[src/rtl/ro_freq_meter_if.sv]
// Measurement request/result bundle between the chip I/O and ro_freq_meter.
// The control side drives the request; the meter returns status and the result.
interface ro_freq_meter_if #(
   parameter int NUM_CH = 8,
   parameter int CNT_W  = 16,
   parameter int GATE_W = 10
);
   localparam int CH_W = $clog2(NUM_CH);

   logic              start;
   logic [CH_W-1:0]   ch_sel;
   logic [GATE_W-1:0] gate_len;
   logic              busy;
   logic              done;
   logic [CNT_W-1:0]  result;
   logic              overflow;

   modport master (
      output start, ch_sel, gate_len,
      input  busy, done, result, overflow
   );

   modport slave (
      input  start, ch_sel, gate_len,
      output busy, done, result, overflow
   );
endinterface

[src/rtl/ro_freq_meter.sv]
// Ring-oscillator frequency meter: serial ring-config chain plus a gated rising-edge counter.
// Optional macro RO_SAT_EN: count saturates at all-ones instead of wrapping.
module ro_freq_meter #(
   parameter int NUM_CH     = 8,
   parameter int CFG_W      = 12,
   parameter int CNT_W      = 16,
   parameter int GATE_W     = 10,
   parameter int SETTLE_CYC = 4
) (
   input  logic              i_clk,
   input  logic              i_rst_n,
   input  logic              i_cfg_shift,
   input  logic              i_cfg_din,
   output logic              o_cfg_dout,
   output logic [CFG_W-1:0]  o_ro_cfg,
   input  logic [NUM_CH-1:0] i_ro_in,
   ro_freq_meter_if.slave    meas
);
   localparam int CH_W  = $clog2(NUM_CH);
   localparam int SET_W = $clog2(SETTLE_CYC);
   localparam logic [CNT_W-1:0] CNT_MAX = {CNT_W{1'b1}};

   typedef enum logic [1:0] {
      ST_IDLE   = 2'd0,
      ST_SETTLE = 2'd1,
      ST_GATE   = 2'd2,
      ST_DONE   = 2'd3
   } state_t;

   state_t            r_state;
   logic [CFG_W-1:0]  r_cfg;
   logic [NUM_CH-1:0] r_sync1;
   logic [NUM_CH-1:0] r_sync2;
   logic              r_prev;
   logic [CH_W-1:0]   r_ch;
   logic [GATE_W-1:0] r_gate_len;
   logic [GATE_W-1:0] r_gcnt;
   logic [SET_W-1:0]  r_settle;
   logic [CNT_W-1:0]  r_cnt;
   logic              r_ovf;
   logic              r_busy;
   logic              r_done;
   logic [CNT_W-1:0]  r_result;
   logic              r_overflow;
   logic              w_cur;
   logic              w_rise;

   assign o_ro_cfg      = r_cfg;
   assign o_cfg_dout    = r_cfg[CFG_W-1];
   assign meas.busy     = r_busy;
   assign meas.done     = r_done;
   assign meas.result   = r_result;
   assign meas.overflow = r_overflow;

   assign w_cur  = r_sync2[r_ch];
   assign w_rise = w_cur & ~r_prev;

   // Serial configuration chain, independent of the measurement FSM.
   always_ff @(posedge i_clk) begin
      if (!i_rst_n) begin
         r_cfg <= {CFG_W{1'b0}};
      end else if (i_cfg_shift) begin
         r_cfg <= {r_cfg[CFG_W-2:0], i_cfg_din};
      end else begin
         r_cfg <= r_cfg;
      end
   end

   // Two-flop synchroniser on every tap, then an edge-detect flop after the channel mux.
   always_ff @(posedge i_clk) begin
      if (!i_rst_n) begin
         r_sync1 <= {NUM_CH{1'b0}};
         r_sync2 <= {NUM_CH{1'b0}};
         r_prev  <= 1'b0;
      end else begin
         r_sync1 <= i_ro_in;
         r_sync2 <= r_sync1;
         r_prev  <= w_cur;
      end
   end

   // Measurement FSM with registered status and result outputs.
   always_ff @(posedge i_clk) begin
      if (!i_rst_n) begin
         r_state    <= ST_IDLE;
         r_ch       <= {CH_W{1'b0}};
         r_gate_len <= {GATE_W{1'b0}};
         r_gcnt     <= {GATE_W{1'b0}};
         r_settle   <= {SET_W{1'b0}};
         r_cnt      <= {CNT_W{1'b0}};
         r_ovf      <= 1'b0;
         r_busy     <= 1'b0;
         r_done     <= 1'b0;
         r_result   <= {CNT_W{1'b0}};
         r_overflow <= 1'b0;
      end else begin
         r_done <= 1'b0;
         case (r_state)
            ST_IDLE: begin
               if (meas.start) begin
                  // Out-of-range channel numbers fall back to tap 0.
                  r_ch       <= (int'(meas.ch_sel) < NUM_CH) ? meas.ch_sel : {CH_W{1'b0}};
                  r_gate_len <= meas.gate_len;
                  r_cnt      <= {CNT_W{1'b0}};
                  r_ovf      <= 1'b0;
                  r_settle   <= {SET_W{1'b0}};
                  r_busy     <= 1'b1;
                  r_state    <= ST_SETTLE;
               end else begin
                  r_busy     <= 1'b0;
               end
            end
            ST_SETTLE: begin
               if (r_settle == SET_W'(SETTLE_CYC - 1)) begin
                  r_gcnt  <= {GATE_W{1'b0}};
                  r_state <= (r_gate_len == {GATE_W{1'b0}}) ? ST_DONE : ST_GATE;
               end else begin
                  r_settle <= r_settle + {{(SET_W-1){1'b0}}, 1'b1};
               end
            end
            ST_GATE: begin
               if (w_rise) begin
                  if (r_cnt == CNT_MAX) begin
                     r_ovf <= 1'b1;
`ifdef RO_SAT_EN
                     r_cnt <= CNT_MAX;
`else
                     r_cnt <= {CNT_W{1'b0}};
`endif
                  end else begin
                     r_cnt <= r_cnt + {{(CNT_W-1){1'b0}}, 1'b1};
                  end
               end
               if (r_gcnt == r_gate_len - {{(GATE_W-1){1'b0}}, 1'b1}) begin
                  r_state <= ST_DONE;
               end else begin
                  r_gcnt <= r_gcnt + {{(GATE_W-1){1'b0}}, 1'b1};
               end
            end
            ST_DONE: begin
               r_result   <= r_cnt;
               r_overflow <= r_ovf;
               r_done     <= 1'b1;
               r_busy     <= 1'b0;
               r_state    <= ST_IDLE;
            end
            default: begin
               r_busy  <= 1'b0;
               r_state <= ST_IDLE;
            end
         endcase
      end
   end
endmodule

[src/flat_wrapper.sv]
// flat-port wrapper written by rule: the top's interface ports become plain ports
module ro_freq_meter_flat 
#(
   parameter int NUM_CH     = 8,
   parameter int CFG_W      = 12,
   parameter int CNT_W      = 16,
   parameter int GATE_W     = 10,
   parameter int SETTLE_CYC = 4
)
  (i_clk, i_rst_n, i_cfg_shift, i_cfg_din, o_cfg_dout, o_ro_cfg, i_ro_in, meas_start, meas_ch_sel, meas_gate_len, meas_busy, meas_done, meas_result, meas_overflow);
  ro_freq_meter_if #(.NUM_CH(NUM_CH), .CNT_W(CNT_W), .GATE_W(GATE_W)) meas_i ();
  input  logic i_clk;
  input  logic i_rst_n;
  input  logic i_cfg_shift;
  input  logic i_cfg_din;
  output logic o_cfg_dout;
  output logic [CFG_W-1:0] o_ro_cfg;
  input  logic [NUM_CH-1:0] i_ro_in;
  input wire logic [$bits(meas_i.start)-1:0] meas_start;
  input wire logic [$bits(meas_i.ch_sel)-1:0] meas_ch_sel;
  input wire logic [$bits(meas_i.gate_len)-1:0] meas_gate_len;
  output wire logic [$bits(meas_i.busy)-1:0] meas_busy;
  output wire logic [$bits(meas_i.done)-1:0] meas_done;
  output wire logic [$bits(meas_i.result)-1:0] meas_result;
  output wire logic [$bits(meas_i.overflow)-1:0] meas_overflow;
  assign meas_i.start = meas_start;
  assign meas_i.ch_sel = meas_ch_sel;
  assign meas_i.gate_len = meas_gate_len;
  assign meas_busy = meas_i.busy;
  assign meas_done = meas_i.done;
  assign meas_result = meas_i.result;
  assign meas_overflow = meas_i.overflow;
  ro_freq_meter #(.NUM_CH(NUM_CH), .CFG_W(CFG_W), .CNT_W(CNT_W), .GATE_W(GATE_W), .SETTLE_CYC(SETTLE_CYC)) u_core (.i_clk(i_clk), .i_rst_n(i_rst_n), .i_cfg_shift(i_cfg_shift), .i_cfg_din(i_cfg_din), .o_cfg_dout(o_cfg_dout), .o_ro_cfg(o_ro_cfg), .i_ro_in(i_ro_in), .meas(meas_i));
endmodule
[config.mk]
export PLATFORM = sky130hd
export DESIGN_NAME = ro_freq_meter_flat
export DESIGN_NICKNAME = d
export VERILOG_FILES = /design/src/rtl/ro_freq_meter_if.sv /design/src/rtl/ro_freq_meter.sv /design/src/flat_wrapper.sv
export SDC_FILE = /design/constraint.sdc
export NUM_CORES = 1
export LEC_CHECK = 0
export CAP_MARGIN = 20
export CORE_MARGIN = 2
export CORE_UTILIZATION = 50
export DETAILED_ROUTE_END_ITERATION = 7
export GPL_ROUTABILITY_DRIVEN = 0
export PLACE_DENSITY = 0.74
export SLEW_MARGIN = 20
export SYNTH_ARGS = -nofsm -noshare
export SYNTH_HDL_FRONTEND = slang
export SYNTH_SLANG_ARGS = --single-unit
[constraint.sdc]
create_clock -name i_clk -period 5.9 [get_ports i_clk]
set_clock_uncertainty 0.05 [all_clocks]
set_input_delay 1.18 -clock i_clk [delete_from_list [all_inputs] [get_ports i_clk]]
set_output_delay 1.18 -clock i_clk [all_outputs]
set_load 0.01 [all_outputs]
Word-level counts from Yosys, hierarchy flattened

Cells that the tools add are included.

Bits in registers: 92
Bits of input ports: 26
Output and inout bits: 32

Add/subtract/negate cells: 4
$lt $le $gt $ge: 1
Eq/ne operators: 13
Muxes and demuxes: 24
Bitwise operators: 2
Reductions and logical operators: 12

Operators by type and width:

| kind                                                       | number |
|---|---|
| two-way mux 16 bit                                         | 3 |
| case mux 16 bit (2 select lines)                           | 1 |
| two-way mux 10 bit                                         | 2 |
| case mux 10 bit (2 select lines)                           | 1 |
| adder 16 x 1 -> 16 bit, second input constant              | 1 |
| == test 16 bit, second input constant                      | 1 |
| AND reduction 3 bit                                        | 4 |
| adder 10 x 1 -> 10 bit, second input constant              | 1 |
| == test 10 bit                                             | 1 |
| logical NOT 10 bit                                         | 1 |
| two-way mux 2 bit                                          | 5 |
| subtractor 10 x 1 -> 10 bit, second input constant         | 1 |
| inequality test 2 x 1 -> 1 bit, second input constant      | 4 |
| case mux 2 bit (4 select lines)                            | 1 |
| nonzero test 2 bit                                         | 4 |
| two-way mux 1 bit                                          | 7 |
| == test 2 bit, second input constant                       | 3 |
| inequality test 2 bit, second input constant               | 3 |
| less-than comparator 3 x 4 -> 1 bit, second input constant | 1 |
| case mux 1 bit (2 select lines)                            | 2 |
| case mux 2 bit (2 select lines)                            | 1 |
| AND reduction 4 bit                                        | 1 |
| binary-select mux 1 bit (select 3 bit)                     | 1 |
| adder 2 x 1 -> 2 bit, second input constant                | 1 |
| 5 further kinds                                            | 5 |

Depth between registers and ports, before layout

Gate-level depths: netlist of run 1.

Depth in word-level cells: 5
Gate-level depth with buffers: 11
Mapped depth without buffers: 9

Worst setup path before layout of run 1

Ideal clock, no wire load.

Kind: in2reg
Start: in meas_start
End: reg u_core.r_cnt[11]
Setup time: 128 ps
Data arrival time: 2579 ps
Slack: 3144 ps
Cell stages on the path: 7
Path buffers: 1
Path through: nand2_1 -> a21o_1 -> or2_2 -> o21a_1 -> o21ai_0 -> clkbuf_1 -> nor2_1

Cells in the longest elaborated chain, start to end: 2

RTL lines:

| item                            | RTL line             | source |
|---|---|---|
| from (decl)                     | flat_wrapper.sv:19   | `input wire logic [$bits(meas_i.start)-1:0] meas_start;` |
| inequality test 2 bit (no line) | -                    |  |
| AND reduction 3 bit (no line)   | -                    |  |
| to (signal assigned)            | ro_freq_meter.sv:90  | `r_cnt <= {CNT_W{1'b0}};` |
| to (signal assigned)            | ro_freq_meter.sv:104 | `r_cnt <= {CNT_W{1'b0}};` |
| to (signal assigned)            | ro_freq_meter.sv:128 | `r_cnt <= {CNT_W{1'b0}};` |
| to (decl)                       | ro_freq_meter.sv:39  | `logic [CNT_W-1:0] r_cnt;` |

No other way between the ends.
A chain may end at the register's enable or synchronous reset.

Worst setup path after layout of run 1

Ends and elaborated chain as after synthesis.

==> results of run 1 <==
==> how the worst min path moves through the flow <==
stage / slack (ns) / endpoint / startpoint
after floorplan: 0.36 / u_core.r_sync2[0]$_SDFF_PN0_ / u_core.r_sync1[0]$_SDFF_PN0_
after global placement: 0.37 / u_core.r_sync2[2]$_SDFF_PN0_ / u_core.r_sync1[2]$_SDFF_PN0_
after detailed placement: 0.37 / u_core.r_sync2[7]$_SDFF_PN0_ / u_core.r_sync1[7]$_SDFF_PN0_
after CTS: 0.39 / u_core.r_sync2[7]$_SDFF_PN0_ / u_core.r_sync1[7]$_SDFF_PN0_
after global routing: 0.41 / u_core.r_sync2[6]$_SDFF_PN0_ / u_core.r_sync1[6]$_SDFF_PN0_
final: 0.39 / u_core.r_sync2[2]$_SDFF_PN0_ / u_core.r_sync1[2]$_SDFF_PN0_
==> cells in the final DEF (no fill, tap or decap), types with 13 or more instances in the layout <==
| cell | n |
|---|---|
| xnor2_1 | 15 |
| nand3_1 | 13 |
| nor2b_1 | 36 |
| dfxtp_1 | 92 |
| a21oi_1 | 22 |
| nand2_1 | 42 |
| and2_1 | 21 |
| o21ai_0 | 15 |
| clkdlybuf4s50_1 | 56 |
| a21boi_0 | 14 |
| nor2_1 | 16 |
| mux2i_1 | 31 |
==> through the flow <==
step	hold slack (ns)	instances	power, mW	setup WS (ns)
6_report	0.3926	600	1.500	2.625
5_1_grt	0.4143	600	1.589	2.369
4_1_cts	0.3939	600	1.514	2.639
3_5_place_dp	0.3685	584	1.094	2.243
3_3_place_gp	0.3667	584	1.083	2.349
2_1_floorplan	0.3619	443	0.9964	3.144
==> layer usage <==
layer,share of wire,wire length (µm)
met3,0.046,354
met1,0.46,3579
met2,0.47,3668
met4,0.016,124
met5,0,0
==> worst register-to-register path: cells and delay by family, from the launching register on <==
family | cells | cell delay, ns
AO/OA/AOI/OAI | 5 | 1.19
AND/OR/NAND/NOR | 2 | 0.54
flip-flops | 1 | 0.45
adder cells (fa/ha/maj) | 1 | 0.31
buffers and inverters | 1 | 0.07
==> layout make-up <==
type	instances	area (µm²)
Multi-Input combinational cell	319	2138
Inverter	10	37.54
Tap cell	105	131.4
Fill cell	724	3171
Sequential cell	92	1842
Clock buffer	9	123.9
Timing Repair Buffer	58	575.6
Clock inverter	7	73.82
==> registers in the layout, summed over array words and instances, names as in the netlist, 2 cells and up <==
name and flops:
u_core.r_gcnt 10, u_core.r_sync2 8, u_core.meas.result 16, u_core.o_ro_cfg 12
u_core.r_state 2, u_core.r_gate_len 10, u_core.r_cnt 16, u_core.r_settle 2
u_core.r_ch 3, u_core.r_sync1 8
==> cells by family after synthesis <==
group,Yosys count
compound gates,75
fa+ha+maj,8
buf+inv,32
flops,92
xor+xnor,21
mux,33
simple gates,182
==> power by group through the flow <==
stage / sequential (mW) / clock [mW] / combinational [mW]
CTS: 0.699 / 0.432 / 0.383
global route: 0.706 / 0.454 / 0.429
detailed placement: 0.714 / 0 / 0.380
finish: 0.699 / 0.418 / 0.383
floorplan: 0.704 / 0 / 0.292
global placement: 0.712 / 0 / 0.370
==> results by group, run 1 <==
Die
  – Initial core utilization: 0.5082
  – Die Wd: 94.70 µm
  – Die height: 94.70 µm
  – Die area: 0.008967 mm²
  – IO Pins: 58
  – Core area: just over 0.008 mm²
  – Row count: 33

Layout
  – Layout area overhead: 19.68%
  – # diodes: 0
  – Fin util: 0.6082
  – Layout cells sized above 1: 0.06465
  – Nets@finish: 524
  – Finished Cell Area: 0.004922 mm²

Worst setup path
  – Number of cells on the critical path: 8
  – CP Data Arrival Time: between 3 and 4 ns
  – Worst R2R Setup Slack: between 3 and 4 ns
  – CP bufs+invs: 1
  – Cell family with most CP delay: simple AND/OR/NAND/NOR gates
  – Setup Crit Path Kind: input pin to flop
  – Crit-path max cell delay: approximately 0.50 ns
  – Worst Setup SP: meas_start
  – Critical-path maximum fanout: 17
  – CP cell instances: clkdlybuf4s50_1, nand2_1, a21o_1, o22ai_1, nand4_1, nor4_1, xnor2_1, nor2_1
  – CP endpoint kind: flop
  – Critical Path RT: 6.12 ns
  – Critical Path Sink: u_core.r_cnt[11]$_SDFFE_PN0P_
  – Crit path max-delay cell type: clkdlybuf4s50_1
  – Critical Path Start Type: input pin
  – Reg-to-Reg Start: u_core.r_gate_len[0]$_SDFFE_PN0P_
  – RR Endpoint: u_core.r_gcnt[9]$_SDFFE_PN0P_
  – Worst R2R Path Depth: 9

STA
  – Finish-stage setup viols: 0
  – Fin crit period: ~3.3 ns
  – Fin. max-slew vios: 0
  – Fmax: 305.3 MHz
  – Tcrit/Tclk final: 0.5551
  – Final-report hold violation count: 0
  – Slew HR: 0.2303
  – Unrepaired setup endpoints after global routing: no
  – Setup Total Neg Slack: 0 ns
  – Least-Margin Pin Slew: roughly 1.2 ns

Route
  – Vias/cell: 5.307
  – Final WL: between 7 and 8 mm
  – Detailed-route via count: 3184
  – WL/cell: 12.88 µm
  – Drt drc: 0
  – Initial DRC Count: 91
  – First-pass iteration count of the detailed router: 4
  – Post-DRT Antenna Nets: 0

Power
  – Part of the power in registers: 0.466
  – Switch Pwr: just over 500 µW
  – Leak: 1.691 nW
  – Clock power share: 0.279
  – VDD IR max: 181.4 µV
  – P_int: just under 1 mW
  – Switching share of power: 0.3409
  – PwrDens: about 300 mW/mm²
  – Combinational Power Share: 0.256

Clock tree
  – Clock buffer count from CTS: 9
  – CTS max path bufs: 2
  – CTS root buffer: clkbuf_8
  – Sink Count: roughly 90
  – Setup Fix Bufs, Post-CTS: 0
  – # H-tree levels: 3
  – Hold buffer count at CTS: 0
  – CTS tree: yes
  – Reg clk slew, reported paths: 0.10 ns
  – Worst skew pair latency: 0.37 ns
  – Post_cts resized: 0

Synth
  – Mapped Nets: 477
  – Synthesized area: just over 0.004 mm²
  – Synth top area share: 0.4478
  – Post-synthesis simple-gate area fraction: 0.2479
  – Largest family of logic cells by synthesized area: simple AND/OR/NAND/NOR gates
  – Sequential share of the synthesized area: 0.4478
  – Flip-flop and latch count after synthesis: 92
  – Cell taking the most area after synthesis: dfxtp_1
  – Top-count cell post-synth: dfxtp_1
  – Adder-cell share of the synthesized area: 0.02434
  – Synth Area in XOR/XNOR: 0.04472
  – Synth cell types: 50
  – Most common library cells after synthesis: dfxtp_1, nand2_1, nor2b_1, mux2i_1, a21oi_1
  – Top_reg_cell synth: dfxtp_1
  – Post-synth EDFFs: 0
  – Top area cells in the synthesized netlist: dfxtp_1, mux2i_1, nor2b_1
  – Complex-gate fraction of the synthesized area: 0.1165
  – Post-synth ARST share: 0
  – Post-synthesis mux area share: 0.08640
  – Cells after Synth: 443
  – Synthesized area per cell: about 9.3 µm²
  – Syn. warnings: 0

Global route
  – Total track usage: 0.1842
  – Met2 Use GR: 0.3097
  – Global-route met1 utilization: 0.2267
  – Vias in the first global route: 3031
  – Initial antenna violation count: 0
  – Grt ovf: 0
  – Busiest grt layer: met2
  – Pin count of the biggest net entering global routing: 78
  – GR Layer Usage met3: 0.04868
  – Wire length of the first global-routing pass: 13.27 mm

Outcome
  – Status: finished clean

Placed design
  – Post-detail-place hpwl: 5.402 mm
  – PortBufs: 57
  – Post-DP Area: around 0.0047 mm²

Hold path
  – Worst min path class: flop to flop
  – Hold depth: 1

Flow run
  – Max cap viols: 0
(Power assumes the default switching activity.)
==> inputs of run 2 (changes only) <==
--- a/config.mk
+++ b/config.mk
@@ -7,10 +7,10 @@
 export LEC_CHECK = 0
 export CAP_MARGIN = 20
 export CORE_MARGIN = 2
-export CORE_UTILIZATION = 50
+export CORE_UTILIZATION = 49
 export DETAILED_ROUTE_END_ITERATION = 7
 export GPL_ROUTABILITY_DRIVEN = 0
-export PLACE_DENSITY = 0.74
+export PLACE_DENSITY = 0.76
 export SLEW_MARGIN = 20
 export SYNTH_ARGS = -nofsm -noshare
 export SYNTH_HDL_FRONTEND = slang
==> constraint.sdc (replaced) <==
create_clock -name i_clk -period 2.8 [get_ports i_clk]
set_clock_uncertainty 0.05 [all_clocks]
set_input_delay 0.56 -clock i_clk [delete_from_list [all_inputs] [get_ports i_clk]]
set_output_delay 0.56 -clock i_clk [all_outputs]
set_load 0.01 [all_outputs]
==> results by group, run 2 (synthesized netlist as in run 1, its figures left out) <==
Outcome
  – Status: finished clean

Die
  – Die area: 0.009142 mm² (+2.0%)
  – Initial core utilization: 0.5031 (-0.005133)
  – Core area: 0.008175 mm² (+1.0%)
  – IO Pins: 58 (unchanged)
  – Die Wd: 95.62 µm (+0.97%)
  – Row count: 33 (unchanged)
  – Die height: 95.62 µm (+0.97%)

Flow run
  – Max cap viols: 0 (unchanged)

STA
  – Fin. max-slew vios: 0 (unchanged)
  – Fin crit period: 2.534 ns
  – WHS: 0.3869 ns (-0.005737 ns)
  – Tcrit/Tclk final: 0.9052
  – Finish-stage setup viols: 0 (unchanged)
  – Fmax: 394.6 MHz
  – Slew HR: 0.5467 (+0.3163)
  – Least-Margin Pin Slew: 0.6779 ns (-0.4766 ns)
  – Final-report hold violation count: 0 (unchanged)
  – Unrepaired setup endpoints after global routing: no
  – Setup Total Neg Slack: 0 ns (unchanged)

Route
  – WL/cell: 12.71 µm (-1.3%)
  – First-pass iteration count of the detailed router: 4 (unchanged)
  – Post-DRT Antenna Nets: 0 (unchanged)
  – Initial DRC Count: 109 (+20%)
  – Vias/cell: 5.288 (-0.35%)
  – Drt drc: 0 (unchanged)
  – Final WL: 7.725 mm (unchanged)
  – Detailed-route via count: 3215 (+0.97%)

Clock tree
  – CTS tree: yes
  – # H-tree levels: 3 (unchanged)
  – Post_cts resized: 0 (unchanged)
  – Hold buffer count at CTS: 0 (unchanged)
  – CTS max path bufs: 2 (unchanged)
  – Setup Fix Bufs, Post-CTS: 0 (unchanged)
  – CTS root buffer: clkbuf_8
  – Reg clk slew, reported paths: 0.09 ns (about the same)
  – Worst skew pair latency: 0.36 ns (about the same)
  – Sink Count: 92 (unchanged)
  – Clock buffer count from CTS: 9 (unchanged)

Power
  – VDD IR max: 381.8 µV (+110%)
  – Clock power share: 0.258 (-0.021)
  – Switch Pwr: 1.028 mW (+100%)
  – Switching share of power: 0.3295 (-0.01142)
  – Part of the power in registers: 0.471 (+0.005)
  – Combinational Power Share: 0.271 (+0.015)
  – P_int: 2.092 mW (+110%)
  – Leak: 1.712 nW (+1.2%)
  – PwrDens: 629.4 mW/mm² (+110%)
  – Total Power: 3.119 mW (+110%)

Worst setup path
  – Critical-path maximum fanout: 14 (-3)
  – Critical Path Start Type: flop
  – CP bufs+invs: 1 (unchanged)
  – Crit-path max cell delay: 0.57 ns (+0.07 ns)
  – CP cell instances: inv_1, ha_1, xor2_1, o211ai_1, or4_4, nor3_4, and3_4, or3_1, a21oi_1
  – Crit path max-delay cell type: or4_4
  – CP endpoint kind: flop
  – Setup Crit Path Kind: flop to flop
  – Worst R2R Setup Slack: 0.27 ns (-2.87 ns)
  – CP Data Arrival Time: 2.73 ns (-0.76 ns)
  – Cell family with most CP delay: simple AND/OR/NAND/NOR gates
  – Critical Path RT: 3.00 ns (-3.12 ns)

Placed design
  – Post-detail-place hpwl: 5.555 mm (+2.8%)
  – PortBufs: 57 (unchanged)

Layout
  – Nets@finish: 532 (+1.5%)
  – Layout area overhead: 20.50%
  – Most frequent cells in the layout: dfxtp_1, clkdlybuf4s50_1, nand2_1
  – Layout cells sized above 1: 0.07753 (+0.01289)
  – # diodes: 0 (unchanged)
  – Fill cell count: 699 (-3.5%)
  – Most common cell after layout, fill and taps aside: dfxtp_1

Hold path
  – Worst min path class: flop to flop

Global route
  – Wire length of the first global-routing pass: 13.22 mm (-0.36%)
  – Total track usage: 0.1805 (-0.003747)
  – Vias in the first global route: 3012 (-0.63%)
  – Grt ovf: 0 (unchanged)
  – Initial antenna violation count: 0 (unchanged)
  – Pin count of the biggest net entering global routing: 77 (-1.3%)
==> run 2: cell count changes in the layout (fill, tap and decap cells not counted) <==
cell / previous run / this run
inv_8: 2 / 0
buf_2: 0 / 1
clkbuf_1: 0 / 1
clkinv_2: 0 / 1
clkinv_4: 1 / 0
clkinvlp_4: 0 / 2
buf_4: 2 / 9
clkinv_8: 1 / 0
==> run 2: power by group through the flow <==
stage / logic, mW / clock network, mW / registers [mW]
2_1_floorplan: 0.616 / 0 / 1.48
3_3_place_gp: 0.823 / 0 / 1.50
3_5_place_dp: 0.847 / 0 / 1.50
4_1_cts: 0.848 / 0.824 / 1.47
5_1_grt: 0.940 / 0.884 / 1.48
6_report: 0.844 / 0.806 / 1.47
==> run 2: layout make-up <==
type                       instances  area (µm²)  area share
inverter                          10       37.54    0.007574
multi-input combinational        319        2138      0.4315
sequential                        92        1842      0.3716
clock buffer                      10       127.6     0.02575
tap                              105       131.4     0.02651
timing repair buffer              66       633.1      0.1277
clock inverter                     6       46.29    0.009341
==> run 2: through the flow <==
step	std cells	cell area, µm²	setup WS (ns)	utilization
2_1_floorplan	443	4113	0.3043	-
3_3_place_gp	592	4782	0.1960	0.5849
3_5_place_dp	592	4782	0.09925	0.5849
4_1_cts	608	4956	0.2896	0.6062
5_1_grt	608	4956	0.07440	0.6062
6_report	608	4956	0.2655	0.6062
==> run 2: worst paths after layout <==
check | startpoint | to | cells past startpoint
worst max-delay path | u_core.r_gate_len[0]$_SDFFE_PN0P_ | u_core.r_gcnt[7]$_SDFFE_PN0P_ | 9
worst min-delay path | u_core.r_sync1[3]$_SDFF_PN0_ | u_core.r_sync2[3]$_SDFF_PN0_ | 1
worst max register to register | u_core.r_gate_len[0]$_SDFFE_PN0P_ | u_core.r_gcnt[7]$_SDFFE_PN0P_ | 9
worst min register to register | u_core.r_sync1[3]$_SDFF_PN0_ | u_core.r_sync2[3]$_SDFF_PN0_ | 1
==> run 2: routing by layer <==
layer	vias up	GRT usage	share of wire
met1	1515	0.2244	0.48
met5	-	0	0
met3	8	0.04506	0.035
li1	1646	-	-
met2	46	0.3100	0.47
met4	0	0.05000	0.010
==> inputs of run 3 (changes only) <==
--- a/config.mk
+++ b/config.mk
@@ -11,6 +11,7 @@
 export DETAILED_ROUTE_END_ITERATION = 7
 export GPL_ROUTABILITY_DRIVEN = 0
 export PLACE_DENSITY = 0.76
+export REMOVE_ABC_BUFFERS = 1
 export SLEW_MARGIN = 20
 export SYNTH_ARGS = -nofsm -noshare
 export SYNTH_HDL_FRONTEND = slang
==> results by group, run 3 (synthesized netlist as in run 1, its figures left out) <==
STA
  – Tcrit/Tclk final: 0.9180 (+0.01283)
  – Fin. max-slew vios: 0 (unchanged)
  – Final-report hold violation count: 0 (unchanged)
  – Unrepaired setup endpoints after global routing: no
  – Finish-stage setup viols: 0 (unchanged)
  – Least-Margin Pin Slew: 0.6905 ns (+0.01259 ns)
  – Slew HR: 0.5382 (-0.008421)
  – Fmax: 389.0 MHz (-1.4%)
  – WHS: 0.3928 ns (+0.005893 ns)
  – Fin crit period: 2.570 ns (+0.03594 ns)
  – Setup Total Neg Slack: 0 ns (unchanged)

Worst setup path
  – Crit path max-delay cell type: or4_4
  – Crit-path max cell delay: 0.58 ns (about the same)
  – CP Data Arrival Time: 2.77 ns (+0.04 ns)
  – Critical Path RT: 3.00 ns (about the same)
  – Worst R2R Setup Slack: 0.23 ns (-0.04 ns)
  – Reg-to-Reg Start: u_core.r_gate_len[0]$_SDFFE_PN0P_
  – CP endpoint kind: flop
  – Critical Path Start Type: flop
  – RR Endpoint: u_core.r_gcnt[5]$_SDFFE_PN0P_
  – Worst R2R Path Depth: 9 (unchanged)
  – CP cell instances: inv_1, ha_1, xor2_1, o211ai_1, or4_4, nor3_4, and3_4, or3_1, a21oi_1
  – Critical-path maximum fanout: 14 (unchanged)
  – Setup Crit Path Kind: flop to flop

Layout
  – Layout area overhead: 20.17%
  – Nets@finish: 530 (-0.38%)
  – Most frequent cells in the layout: dfxtp_1, clkdlybuf4s50_1, nand2_1
  – Sequential Area: 0.001842 mm² (unchanged)
  – Most common cell after layout, fill and taps aside: dfxtp_1
  – Multi-input logic area: 0.002138 mm² (unchanged)
  – Fill cell count: 685 (-2.0%)
  – # diodes: 0 (unchanged)
  – Layout cells sized above 1: 0.07385 (-0.003682)

Global route
  – Vias in the first global route: 3078 (+2.2%)
  – Initial antenna violation count: 0 (unchanged)
  – Busiest grt layer: met2
  – Met2 Use GR: 0.2960 (-0.01399)
  – Wire length of the first global-routing pass: 13.61 mm (+2.9%)
  – Total track usage: 0.1868 (+0.006352)
  – Pin count of the biggest net entering global routing: 77 (unchanged)
  – Global-route met1 utilization: 0.2409 (+0.01643)
  – Grt ovf: 0 (unchanged)
  – GR Layer Usage met3: 0.05850 (+0.01344)

Route
  – Drt drc: 0 (unchanged)
  – Final WL: 8.240 mm (+6.7%)
  – Vias/cell: 5.309 (+0.39%)
  – WL/cell: 13.60 µm (+7.0%)
  – Detailed-route via count: 3217 (+0.062%)
  – Initial DRC Count: 106 (-2.8%)
  – First-pass iteration count of the detailed router: 5 (+1)
  – Post-DRT Antenna Nets: 0 (unchanged)

Clock tree
  – # H-tree levels: 3 (unchanged)
  – Clock buffer count from CTS: 9 (unchanged)
  – Post_cts resized: 0 (unchanged)
  – Setup Fix Bufs, Post-CTS: 0 (unchanged)
  – CTS root buffer: clkbuf_8
  – CTS tree: yes
  – CTS max path bufs: 2 (unchanged)
  – Sink Count: 92 (unchanged)
  – Worst skew pair latency: 0.36 ns (about the same)
  – Hold buffer count at CTS: 0 (unchanged)
  – Reg clk slew, reported paths: 0.09 ns (about the same)

Placed design
  – Post-detail-place hpwl: 5.717 mm (+2.9%)
  – PortBufs: 57 (unchanged)

Hold path
  – Hold depth: 1 (unchanged)
  – Hold Path Origin: u_core.r_sync1[1]$_SDFF_PN0_
  – Worst min path class: flop to flop
  – Hold Path End: u_core.r_sync2[1]$_SDFF_PN0_

Die
  – Die Wd: 95.62 µm (unchanged)
  – Die height: 95.62 µm (unchanged)
  – IO Pins: 58 (unchanged)
  – Row count: 33 (unchanged)
  – Die area: 0.009142 mm² (unchanged)
  – Initial core utilization: 0.5031 (unchanged)
  – Core area: 0.008175 mm² (unchanged)

Power
  – VDD IR max: 263.5 µV (-31%)
  – Leak: 1.706 nW (-0.33%)
  – PwrDens: 635.0 mW/mm² (+0.88%)

Outcome
  – Status: finished clean

Flow run
  – Max cap viols: 0 (unchanged)
[run 3: cell types whose count changed in the layout (fill, tap and decap cells not counted), sizes merged]
cell / change
buf: -2
clkinvlp: -1
inv: -1
clkinv: +2
[run 3: power breakdown]
group	leakage, nW	internal (mW)	switching (mW)
clock	0.0872	0.331	0.482
sequential	0.748	1.39	0.0830
combinational	0.872	0.368	0.489
[run 3: layout make-up]
| type | count | share of cell area |
|---|---|---|
| multi-input combinational | 319 | 0.4327 |
| sequential | 92 | 0.3727 |
| timing repair buffer | 64 | 0.1251 |
| tap | 105 | 0.02658 |
| clock buffer | 10 | 0.02582 |
| clock inverter | 6 | 0.009620 |
| inverter | 10 | 0.007595 |
[run 3: per-layer routing]
| metal | vias to the layer above | wire [µm] |
|---|---|---|
| met5 | - | 0 |
| met1 | 1492 | 3926 |
| met3 | 9 | 485 |
| li1 | 1641 | - |
| met2 | 75 | 3724 |
| met4 | 0 | 104 |
[run 3: how the worst max path moves through the flow]
stage	from	cells after the start	slack (ns)	endpoint
global route	u_core.r_gate_len[0]$_SDFFE_PN0P_	9	0.05	u_core.r_gcnt[5]$_SDFFE_PN0P_
finish	u_core.r_gate_len[0]$_SDFFE_PN0P_	9	0.23	u_core.r_gcnt[5]$_SDFFE_PN0P_
floorplan	u_core.r_state[0]$_SDFFE_PN0P_	8	0.19	u_core.r_cnt[11]$_SDFFE_PN0P_
CTS	u_core.r_gate_len[0]$_SDFFE_PN0P_	9	0.24	u_core.r_gcnt[5]$_SDFFE_PN0P_
detailed placement	meas_start	8	0.09	u_core.r_cnt[9]$_SDFFE_PN0P_
global placement	meas_start	8	0.16	u_core.r_cnt[11]$_SDFFE_PN0P_
[run 3: critical path: cells and delay by family (launching register included)]
family | cells | cell delay, ns
buffers and inverters | 1 | 0.07
XOR/XNOR | 1 | 0.16
AO/OA/AOI/OAI | 2 | 0.19
AND/OR/NAND/NOR | 4 | 1.26
adder cells (fa/ha/maj) | 1 | 0.30
flip-flops | 1 | 0.45
[run 3: per-stage QoR]
stage	setup WS, ns	instances	area, µm²	power [mW]	util
after floorplan	0.1922	421	4018	2.077	-
after detailed placement	0.08693	590	4767	2.340	0.5831
after global routing	0.05323	606	4942	3.315	0.6045
after global placement	0.1570	590	4767	2.315	0.5831
final	0.2296	606	4942	3.138	0.6045
after CTS	0.2358	606	4942	3.155	0.6045
